<file path="config.mk">
export PLATFORM = sky130hd
export DESIGN_NAME = balance_seq_flat
export DESIGN_NICKNAME = d
export VERILOG_FILES = /design/src/rtl/balance_pkg.sv /design/src/rtl/balance_seq_if.sv /design/src/rtl/balance_seq_settle_tmr.sv /design/src/rtl/balance_seq.sv /design/src/flat_wrapper.sv
export SDC_FILE = /design/constraint.sdc
export NUM_CORES = 1
export LEC_CHECK = 0
export ABC_AREA = 1
export CORE_MARGIN = 2
export CORE_UTILIZATION = 24
export CTS_BUF_LIST = sky130_fd_sc_hd__clkbuf_16
export DETAILED_ROUTE_END_ITERATION = 16
export SLEW_MARGIN = 20
export SYNTH_ARGS = -nofsm -noshare
export SYNTH_HDL_FRONTEND = slang
export SYNTH_HIERARCHICAL = 1
export SYNTH_SLANG_ARGS = --single-unit
</file>
<file path="constraint.sdc">
create_clock -name clk -period 7.8 [get_ports clk]
set_input_delay 0.78 -clock clk [delete_from_list [all_inputs] [get_ports clk]]
set_output_delay 0.78 -clock clk [all_outputs]
set_load 0.005 [all_outputs]
</file>
<file path="src/rtl/balance_pkg.sv">
// Package: balance_pkg
// Shared types and defaults for the balance sequencer slice.
//  state_e     - sequencer states OFF, IDLE, SETTLE, STEER, FAULT
//  seq_out_t   - registered sequencer outputs, with its reset value
//  *_DEF       - default thresholds and limits
//  tmr_width() - settle timer width for the FAST_SIM setting
package balance_pkg;

  typedef enum logic [2:0] {
    OFF    = 3'd0,
    IDLE   = 3'd1,
    SETTLE = 3'd2,
    STEER  = 3'd3,
    FAULT  = 3'd4
  } state_e;

  typedef struct packed {
    logic pwr_up;
    logic rider_off;
    logic en_steer;
    logic fault;
  } seq_out_t;

  localparam seq_out_t OUT_RST = '{pwr_up: 1'b0, rider_off: 1'b1,
                                   en_steer: 1'b0, fault: 1'b0};

  localparam logic [12:0] MIN_RIDER_WT_DEF = 13'h0200;
  localparam logic [12:0] WT_HYST_DEF      = 13'h0040;
  localparam logic [15:0] PTCH_LIM_DEF     = 16'h0800;
  localparam logic [3:0]  FAULT_CNT_DEF    = 4'd8;

  // 15 bits keeps simulation short; 26 bits is ~1.34 s at 50 MHz.
  function automatic int unsigned tmr_width(input bit fast_sim);
    return fast_sim ? 32'd15 : 32'd26;
  endfunction

endpackage

</file>
<file path="src/rtl/balance_seq_if.sv">
// Interface: balance_seq_if
// Groups the sequencer's sensor inputs and PID control outputs.
//  pwr_btn   1-clk pulse from the debounced power button
//  vld       new inertial sample strobe (ptch valid)
//  ptch      signed pitch
//  lft_ld    left load cell, unsigned
//  rght_ld   right load cell, unsigned
//  pwr_up    PID/soft-start enable
//  rider_off PID integrator clear
//  pid_vld   vld gated by pwr_up
//  en_steer  steering enable
//  fault     tilt fault latched
// Modports: master drives the sensor side, slave is the sequencer.
interface balance_seq_if;
  logic        pwr_btn;
  logic        vld;
  logic [15:0] ptch;
  logic [11:0] lft_ld;
  logic [11:0] rght_ld;
  logic        pwr_up;
  logic        rider_off;
  logic        pid_vld;
  logic        en_steer;
  logic        fault;

  modport master (
    output pwr_btn, vld, ptch, lft_ld, rght_ld,
    input  pwr_up, rider_off, pid_vld, en_steer, fault
  );

  modport slave (
    input  pwr_btn, vld, ptch, lft_ld, rght_ld,
    output pwr_up, rider_off, pid_vld, en_steer, fault
  );
endinterface

</file>
<file path="src/rtl/balance_seq_settle_tmr.sv">
// Module: settle_tmr
// Saturating settle timer; holds at all-ones instead of wrapping.
//  clk     system clock
//  rst     synchronous active-high reset (clears the count)
//  clr_i   clear the count (wins over en_i)
//  en_i    advance the count by one
//  full_o  count is all-ones
module settle_tmr #(
  parameter int unsigned W = 15
) (
  input  logic clk,
  input  logic rst,
  input  logic clr_i,
  input  logic en_i,
  output logic full_o
);

  logic [W-1:0] tmr_q, tmr_d;

  assign full_o = &tmr_q;

  // NOTE: every variable assigned in always_comb gets a default first, so no
  // path leaves it unassigned and no latch is inferred.
  always_comb begin
    tmr_d = tmr_q;
    if (clr_i)
      tmr_d = '0;
    else if (en_i && !full_o)
      tmr_d = tmr_q + W'(1);
  end

  // NOTE: sequential state uses non-blocking assignments so every flop
  // samples pre-edge values regardless of process ordering.
  always_ff @(posedge clk) begin
    if (rst) tmr_q <= '0;
    else     tmr_q <= tmr_d;
  end

endmodule

</file>
<file path="src/rtl/balance_seq.sv">
// Module: balance_seq
// Sequencer for the balance PID datapath. Tracks the power button, rider
// presence from the load cells and (optionally) tilt faults, and drives the
// PID controls. en_steer rises once the rider has stood evenly for the
// settle time.
// Ports:
//  clk  system clock
//  rst  synchronous active-high reset
//  bus  balance_seq_if.slave: pwr_btn, vld, ptch, lft_ld, rght_ld in;
//       pwr_up, rider_off, pid_vld, en_steer, fault out
// Build option: define TILT_FAULT_EN to enable the tilt fault counter and the
// FAULT state; without it fault is constant 0.
module balance_seq
  import balance_pkg::*;
#(
  parameter logic [12:0] MIN_RIDER_WT = MIN_RIDER_WT_DEF,
  parameter logic [12:0] WT_HYST      = WT_HYST_DEF,
  parameter bit          FAST_SIM     = 1'b1,
  parameter logic [15:0] PTCH_LIM     = PTCH_LIM_DEF,
  parameter logic [3:0]  FAULT_CNT    = FAULT_CNT_DEF
) (
  input  logic          clk,
  input  logic          rst,
  balance_seq_if.slave  bus
);

  localparam logic [12:0] ON_TH  = MIN_RIDER_WT + WT_HYST;
  localparam logic [12:0] OFF_TH = MIN_RIDER_WT - WT_HYST;
  localparam int unsigned TMR_W  = tmr_width(FAST_SIM);

  state_e   state_q, state_d;
  seq_out_t out_q, out_d;

  logic [12:0] sum;
  logic [11:0] diff;
  logic        sum_gt_on, sum_lt_off, imbal_q4, imbal_q2;
  logic        active, tilt_hit;
  logic        tmr_clr, tmr_en, tmr_full;

  // Rider load: full-width sum and absolute difference, strict compares.
  assign sum        = {1'b0, bus.lft_ld} + {1'b0, bus.rght_ld};
  assign diff       = (bus.lft_ld >= bus.rght_ld) ? bus.lft_ld - bus.rght_ld
                                                  : bus.rght_ld - bus.lft_ld;
  assign sum_gt_on  = sum > ON_TH;
  assign sum_lt_off = sum < OFF_TH;
  assign imbal_q4   = {1'b0, diff} > (sum >> 2);
  assign imbal_q2   = {1'b0, diff} > (sum >> 1);

  assign active = (state_q == IDLE) || (state_q == SETTLE) || (state_q == STEER);

`ifdef TILT_FAULT_EN
  logic [3:0]  fcnt_q, fcnt_d;
  logic [15:0] ptch_abs;
  logic        over_lim;

  // -16'h8000 wraps back to 16'h8000, which is the intended magnitude.
  assign ptch_abs = bus.ptch[15] ? 16'(-bus.ptch) : bus.ptch;
  assign over_lim = ptch_abs > PTCH_LIM;
  // Fault fires on the sample that brings the run length to FAULT_CNT.
  assign tilt_hit = active && bus.vld && over_lim &&
                    ((5'(fcnt_q) + 5'd1) >= 5'(FAULT_CNT));

  always_comb begin
    fcnt_d = fcnt_q;
    if (!active)
      fcnt_d = '0;
    else if (bus.vld)
      fcnt_d = over_lim ? ((fcnt_q == 4'hF) ? fcnt_q : fcnt_q + 4'd1) : '0;
  end

  always_ff @(posedge clk) begin
    if (rst) fcnt_q <= '0;
    else     fcnt_q <= fcnt_d;
  end
`else
  logic unused_ptch;
  assign unused_ptch = ^bus.ptch;
  assign tilt_hit    = 1'b0;
`endif

  // State and registered outputs.
  always_ff @(posedge clk) begin
    if (rst) begin
      state_q <= OFF;
      out_q   <= OUT_RST;
    end else begin
      state_q <= state_d;
      out_q   <= out_d;
    end
  end

  // Next state. Priority: pwr_btn > tilt fault > rider transitions.
  always_comb begin
    state_d = state_q;
    case (state_q)
      OFF:     if (bus.pwr_btn) state_d = IDLE;
      IDLE:    if (sum_gt_on) state_d = SETTLE;
      SETTLE: begin
        if (sum_lt_off)                state_d = IDLE;
        else if (!imbal_q4 && tmr_full) state_d = STEER;
      end
      STEER: begin
        if (sum_lt_off)    state_d = IDLE;
        else if (imbal_q2) state_d = SETTLE;
      end
      FAULT:   if (bus.pwr_btn) state_d = OFF;
      default: state_d = OFF;
    endcase
    if (tilt_hit)              state_d = FAULT;
    if (active && bus.pwr_btn) state_d = OFF;
  end

  // Output decode from the current state; registered above.
  always_comb begin
    out_d = OUT_RST;
    case (state_q)
      IDLE:   out_d = '{pwr_up: 1'b1, rider_off: 1'b1, en_steer: 1'b0, fault: 1'b0};
      SETTLE: out_d = '{pwr_up: 1'b1, rider_off: 1'b0, en_steer: 1'b0, fault: 1'b0};
      STEER:  out_d = '{pwr_up: 1'b1, rider_off: 1'b0, en_steer: 1'b1, fault: 1'b0};
`ifdef TILT_FAULT_EN
      FAULT:  out_d = '{pwr_up: 1'b0, rider_off: 1'b1, en_steer: 1'b0, fault: 1'b1};
`endif
      default: out_d = OUT_RST;
    endcase
  end

  // Timer restarts on entry to any state but STEER, and whenever the rider
  // is uneven while settling; it only counts while staying in SETTLE.
  assign tmr_clr = ((state_d != state_q) && (state_d != STEER)) ||
                   ((state_q == SETTLE) && (state_d == SETTLE) && imbal_q4);
  assign tmr_en  = (state_q == SETTLE) && (state_d == SETTLE) && !imbal_q4;

  settle_tmr #(.W(TMR_W)) u_settle_tmr (
    .clk    (clk),
    .rst    (rst),
    .clr_i  (tmr_clr),
    .en_i   (tmr_en),
    .full_o (tmr_full)
  );

  assign bus.pwr_up    = out_q.pwr_up;
  assign bus.rider_off = out_q.rider_off;
  assign bus.en_steer  = out_q.en_steer;
  assign bus.fault     = out_q.fault;
  assign bus.pid_vld   = bus.vld & out_q.pwr_up;

endmodule
</file>
<file path="src/flat_wrapper.sv">
// flat-port wrapper written by rule: the top's interface ports become plain ports
module balance_seq_flat import balance_pkg::*;
#(
  parameter logic [12:0] MIN_RIDER_WT = MIN_RIDER_WT_DEF,
  parameter logic [12:0] WT_HYST      = WT_HYST_DEF,
  parameter bit          FAST_SIM     = 1'b1,
  parameter logic [15:0] PTCH_LIM     = PTCH_LIM_DEF,
  parameter logic [3:0]  FAULT_CNT    = FAULT_CNT_DEF
)
  (clk, rst, bus_pwr_btn, bus_vld, bus_ptch, bus_lft_ld, bus_rght_ld, bus_pwr_up, bus_rider_off, bus_pid_vld, bus_en_steer, bus_fault);
  balance_seq_if bus_i ();
  input  logic clk;
  input  logic rst;
  input wire logic [$bits(bus_i.pwr_btn)-1:0] bus_pwr_btn;
  input wire logic [$bits(bus_i.vld)-1:0] bus_vld;
  input wire logic [$bits(bus_i.ptch)-1:0] bus_ptch;
  input wire logic [$bits(bus_i.lft_ld)-1:0] bus_lft_ld;
  input wire logic [$bits(bus_i.rght_ld)-1:0] bus_rght_ld;
  output wire logic [$bits(bus_i.pwr_up)-1:0] bus_pwr_up;
  output wire logic [$bits(bus_i.rider_off)-1:0] bus_rider_off;
  output wire logic [$bits(bus_i.pid_vld)-1:0] bus_pid_vld;
  output wire logic [$bits(bus_i.en_steer)-1:0] bus_en_steer;
  output wire logic [$bits(bus_i.fault)-1:0] bus_fault;
  assign bus_i.pwr_btn = bus_pwr_btn;
  assign bus_i.vld = bus_vld;
  assign bus_i.ptch = bus_ptch;
  assign bus_i.lft_ld = bus_lft_ld;
  assign bus_i.rght_ld = bus_rght_ld;
  assign bus_pwr_up = bus_i.pwr_up;
  assign bus_rider_off = bus_i.rider_off;
  assign bus_pid_vld = bus_i.pid_vld;
  assign bus_en_steer = bus_i.en_steer;
  assign bus_fault = bus_i.fault;
  balance_seq #(.MIN_RIDER_WT(MIN_RIDER_WT), .WT_HYST(WT_HYST), .FAST_SIM(FAST_SIM), .PTCH_LIM(PTCH_LIM), .FAULT_CNT(FAULT_CNT)) u_core (.clk(clk), .rst(rst), .bus(bus_i));
endmodule
</file>
==> flow_summary.rst <==
.. list-table::
   :header-rows: 1

   * - Metric
     - Value
   * - Num CTS Buffers
     - 3
   * - Critical path launch point type
     - primary input
   * - Biggest area consumer among synthesized cells
     - sky130_fd_sc_hd__ha_1
   * - Post-route DRC
     - 0
   * - Initial drt markers
     - roughly 220
   * - Clock Power Share
     - 19.0%
   * - # rows
     - between 40 and 50
   * - Clock buffer depth
     - 2
   * - All-layer global routing usage
     - about a tenth
   * - Required time of the critical path
     - ~8 ns
   * - Slack of the worst reg-to-reg path
     - roughly 5.2 ns
   * - Full die area
     - 0.0174 mm^2
   * - Via count of the first global-routing pass
     - between 3000 and 4000
   * - DRT Wirelength
     - 8930 um
   * - Number of standard cells after synthesis
     - ~650
   * - Layout Cell Area excl Fill
     - ~0.0045 mm^2
   * - Max-cap check violation count
     - 0
   * - Average vias per placed instance
     - approximately 4.3
   * - Total number of clock tree sinks
     - 21
   * - Number of antenna violations at the first check in global routing
     - 0
   * - FF-to-FF Start
     - u_core/state_q[0]
   * - Cts hold-fix bufs
     - 0
   * - Setup WS post-layout
     - 1.51 ns
   * - Later-pin clock latency in the skew report
     - 0.25 ns
   * - Cell repeated most along the worst path
     - sky130_fd_sc_hd__nand2_1
   * - Fin. max-slew vios
     - 0
   * - DR vias
     - 3823
   * - Number of setup buffers added after CTS
     - 0
   * - Worst max-slew margin expressed relative to the limit
     - 60.6%
   * - Area share of the leading cell type in the synthesized netlist
     - between 10% and 20%
   * - Arrival time at the worst endpoint
     - roughly 6.5 ns
   * - Detailed-router iteration count before antenna repair
     - 4
   * - Clock tree from TritonCTS
     - built
   * - Fraction of power spent switching nets
     - 45.1%
   * - Syn-to-layout area delta
     - 14.2%
   * - CP endpoint
     - u_core/u_settle_tmr/tmr_q[8]
   * - Area used by multi-input combinational logic
     - 0.00293 mm^2
   * - Proportion of power drawn by flip-flops and latches
     - 19.7%
   * - CP max-delay cell
     - sky130_fd_sc_hd__nor3_1
   * - Net count of the mapped netlist
     - approximately 750
   * - Timing startpoint of the critical path
     - bus_lft_ld[7]
   * - Pint
     - between 300 and 400 uW
   * - Mean instance size in the synthesized netlist
     - just over 6 um^2
   * - Logic gate share of total power
     - 61.3%
   * - Total overflow reported by the global router
     - 0
   * - Seq cells post-synth
     - 21
   * - Synth warnings
     - 6
   * - Number of diodes
     - 0
   * - Root cell of the clock tree
     - sky130_fd_sc_hd__clkbuf_16
   * - Final Hold Violating Endpoints
     - 0
   * - Worst min-delay path class
     - flop to flop
   * - Slew at the pin with the worst max-slew slack
     - just under 0.6 ns
   * - Sequential fraction of the synthesis area
     - 10.7%
   * - Final-report setup violation count
     - 0
   * - Detailed Place HPWL
     - roughly 7700 um
   * - Ranking of synthesized cells by area
     - sky130_fd_sc_hd__ha_1, sky130_fd_sc_hd__nand2_1, sky130_fd_sc_hd__dfxtp_1
   * - Initial Util
     - roughly a quarter
   * - Largest fanout of any net on the critical path
     - 13
   * - Die boundary width
     - about 130 um
   * - Critical R2R Capture
     - u_core/u_settle_tmr/tmr_q[8]
   * - Number of I/O port buffers
     - 31
   * - Max Fclk
     - around 160 MHz
   * - Final period demand of the worst path
     - between 6 and 7 ns
   * - Core box area
     - approximately 0.016 mm^2
   * - Final-layout setup total negative slack
     - 0 ns
   * - Number of instances resized during post-cts repair
     - 0
   * - Slowest stage delay, CP
     - 0.52 ns
   * - P per Cell Area
     - approximately 130 mW/mm^2
   * - Weighted congestion at the end of routability-driven global placement
     - around 0.90
   * - Number of nets still failing antenna checks after routing
     - 0
   * - Placed Instance Area
     - about 0.0044 mm^2
   * - Die Y
     - between 100 and 150 um
   * - Cell Area, Synth
     - just under 0.004 mm^2
   * - Count of pins on the block boundary
     - a little under 50
   * - Layout fillers
     - 1855
   * - H-Tree Depth
     - 1
   * - Clock input transition at the sequential cells of the worst setup and hold paths
     - ~0.060 ns
   * - Sequential standard cell area
     - between 400 and 500 um^2
   * - Global-route wire length before repair
     - ~16000 um
   * - Leak Pwr
     - 2.25 nW
   * - Post-placement worst setup slack
     - between 1 and 1.5 ns
   * - Final period util
     - roughly 81%
   * - Kind of critical path
     - primary input to flop
   * - Nets
     - 779
   * - Synth unique cells
     - 39
   * - Maximum number of pins on one net before global-route repair
     - 19
   * - Power dissipated by switching net loads
     - 255 uW
   * - RSZ-0062 raised after global routing
     - no
   * - Fraction of final layout cells sized beyond drive strength 1
     - a little under a tenth
   * - Worst-case clock skew
     - 0.00402 ns
   * - Result of the run
     - finished clean
   * - Number of cell instances on the worst register-to-register path
     - 15
   * - Wire length per cell after detailed routing
     - 10.1 um
   * - Max rail drop VDD
     - about 0.076 mV
   * - End-of-flow core utilization
     - around 28%
   * - Crit end category
     - flop
[placed cells by master (no fill, tap or decap), types with 3 or more instances in the layout]
cell type	count
sky130_fd_sc_hd__nand3_1	34
sky130_fd_sc_hd__nor2_1	63
sky130_fd_sc_hd__nand3_2	5
sky130_fd_sc_hd__nor3_1	9
sky130_fd_sc_hd__inv_1	112
sky130_fd_sc_hd__clkbuf_16	3
sky130_fd_sc_hd__clkdlybuf4s50_1	31
sky130_fd_sc_hd__o21ai_1	6
sky130_fd_sc_hd__nor2_4	6
sky130_fd_sc_hd__fa_1	3
sky130_fd_sc_hd__nand2_2	13
sky130_fd_sc_hd__nand2_1	174
sky130_fd_sc_hd__o21ai_0	16
sky130_fd_sc_hd__a21oi_1	38
sky130_fd_sc_hd__nand4_1	16
sky130_fd_sc_hd__nor2_2	12
sky130_fd_sc_hd__o21bai_1	4
sky130_fd_sc_hd__ha_1	59
sky130_fd_sc_hd__inv_2	9
sky130_fd_sc_hd__xor2_1	10
sky130_fd_sc_hd__a21oi_2	5
sky130_fd_sc_hd__dfxtp_1	21
[logic make-up after synthesis]
| family | after synthesis | synth area share (%) |
|---|---|---|
| AND/OR/NAND/NOR | 339 | 39.8 |
| buffers and inverters | 134 | 14.6 |
| AO/OA/AOI/OAI | 78 | 11.7 |
| adder cells (fa/ha/maj) | 62 | 20.3 |
| flip-flops | 21 | 10.7 |
| XOR/XNOR | 10 | 2.23 |
| multiplexers | 2 | 0.510 |
| other | 1 | 0.0954 |
[through the flow]
step                      power (mW)  hold WS, ns  cells
after floorplan                0.382        0.460    647
after global placement         0.458        0.499    884
after CTS                      0.573        0.509    888
after global routing           0.632        0.556    888
after detailed placement       0.461        0.501    884
final                          0.566        0.507    888
[flip-flops by register name (all words and copies together) (netlist names)]
signal                     count
u_core/bus.en_steer            1
u_core/bus.pwr_up              1
u_core/bus.rider_off           1
u_core/state_q                 3
u_core/u_settle_tmr/tmr_q     15
[power groups by stage]
| stage | registers (mW) | logic (mW) | clock network, mW |
|---|---|---|---|
| after global placement | 0.114 | 0.344 | 0 |
| after CTS | 0.111 | 0.350 | 0.112 |
| final | 0.111 | 0.347 | 0.108 |
| after detailed placement | 0.114 | 0.348 | 0 |
| after global routing | 0.112 | 0.404 | 0.116 |
| after floorplan | 0.113 | 0.268 | 0 |
[worst min-delay path by stage]
stage	from	end	slack, ns	depth (start not counted)
after global placement	u_core/u_settle_tmr/tmr_q[12]	u_core/u_settle_tmr/tmr_q[12]	0.50	2
final	u_core/u_settle_tmr/tmr_q[12]	u_core/u_settle_tmr/tmr_q[12]	0.51	2
after floorplan	u_core/u_settle_tmr/tmr_q[12]	u_core/u_settle_tmr/tmr_q[12]	0.46	2
after global routing	u_core/u_settle_tmr/tmr_q[14]	u_core/u_settle_tmr/tmr_q[14]	0.56	2
after CTS	u_core/u_settle_tmr/tmr_q[12]	u_core/u_settle_tmr/tmr_q[12]	0.51	2
after detailed placement	u_core/u_settle_tmr/tmr_q[12]	u_core/u_settle_tmr/tmr_q[12]	0.50	2
[final cells by class]
type	instances	area share, %
clock buffers	3	1.67
inverters	123	10.4
multi-input cells	492	65.3
flip-flops and latches	21	9.37
well taps	216	6.02
clock inverters	1	0.112
repair buffers	32	7.08
[layer usage]
layer  wire, um  track usage, %  part of all wire [%]  vias up
li1           -               -                     -     2092
met5          0               0                     0        -
met2       3930            17.2                    44       65
met1       4570            14.7                    51     1652
met3        262           0.923                   2.9       14
met4        163            2.54                   1.8        0
[worst max-delay path, delay by kind of cell]
kind | cells | cell delay [ns]
simple gates | 19 | 2.73
buf+inv | 6 | 0.90
fa+ha+maj | 2 | 0.74
compound gates | 4 | 0.71
mux | 1 | 0.42
xor+xnor | 1 | 0.18
[cell usage after synthesis]
cell type	n
sky130_fd_sc_hd__nor3_1	9
sky130_fd_sc_hd__dfxtp_1	21
sky130_fd_sc_hd__o21a_1	1
sky130_fd_sc_hd__a21oi_1	38
sky130_fd_sc_hd__a21oi_2	5
sky130_fd_sc_hd__o21bai_1	4
sky130_fd_sc_hd__nand4_4	1
sky130_fd_sc_hd__mux2i_1	2
sky130_fd_sc_hd__nand4_1	16
sky130_fd_sc_hd__xor2_1	10
sky130_fd_sc_hd__nand2_1	174
sky130_fd_sc_hd__o211ai_2	1
sky130_fd_sc_hd__nand3_2	5
sky130_fd_sc_hd__inv_4	2
sky130_fd_sc_hd__inv_1	112
sky130_fd_sc_hd__nor2_1	63
sky130_fd_sc_hd__nor2_8	1
sky130_fd_sc_hd__inv_2	9
sky130_fd_sc_hd__o21ai_0	16
sky130_fd_sc_hd__a221oi_1	1
sky130_fd_sc_hd__nand4_2	2
sky130_fd_sc_hd__a21oi_4	1
sky130_fd_sc_hd__buf_6	7
sky130_fd_sc_hd__a211oi_1	1
sky130_fd_sc_hd__o21ai_1	6
sky130_fd_sc_hd__buf_4	4
sky130_fd_sc_hd__nand2_2	13
sky130_fd_sc_hd__nand3_1	34
sky130_fd_sc_hd__nor2_4	6
sky130_fd_sc_hd__a21o_1	2
sky130_fd_sc_hd__a22oi_1	1
sky130_fd_sc_hd__ha_1	59
sky130_fd_sc_hd__nor2_2	12
sky130_fd_sc_hd__conb_1	1
sky130_fd_sc_hd__o221ai_1	1
sky130_fd_sc_hd__nor4_1	1
sky130_fd_sc_hd__or2_2	1
sky130_fd_sc_hd__fa_1	3
sky130_fd_sc_hd__nand3b_1	1
Note: power is estimated with default switching activity, not from simulation.
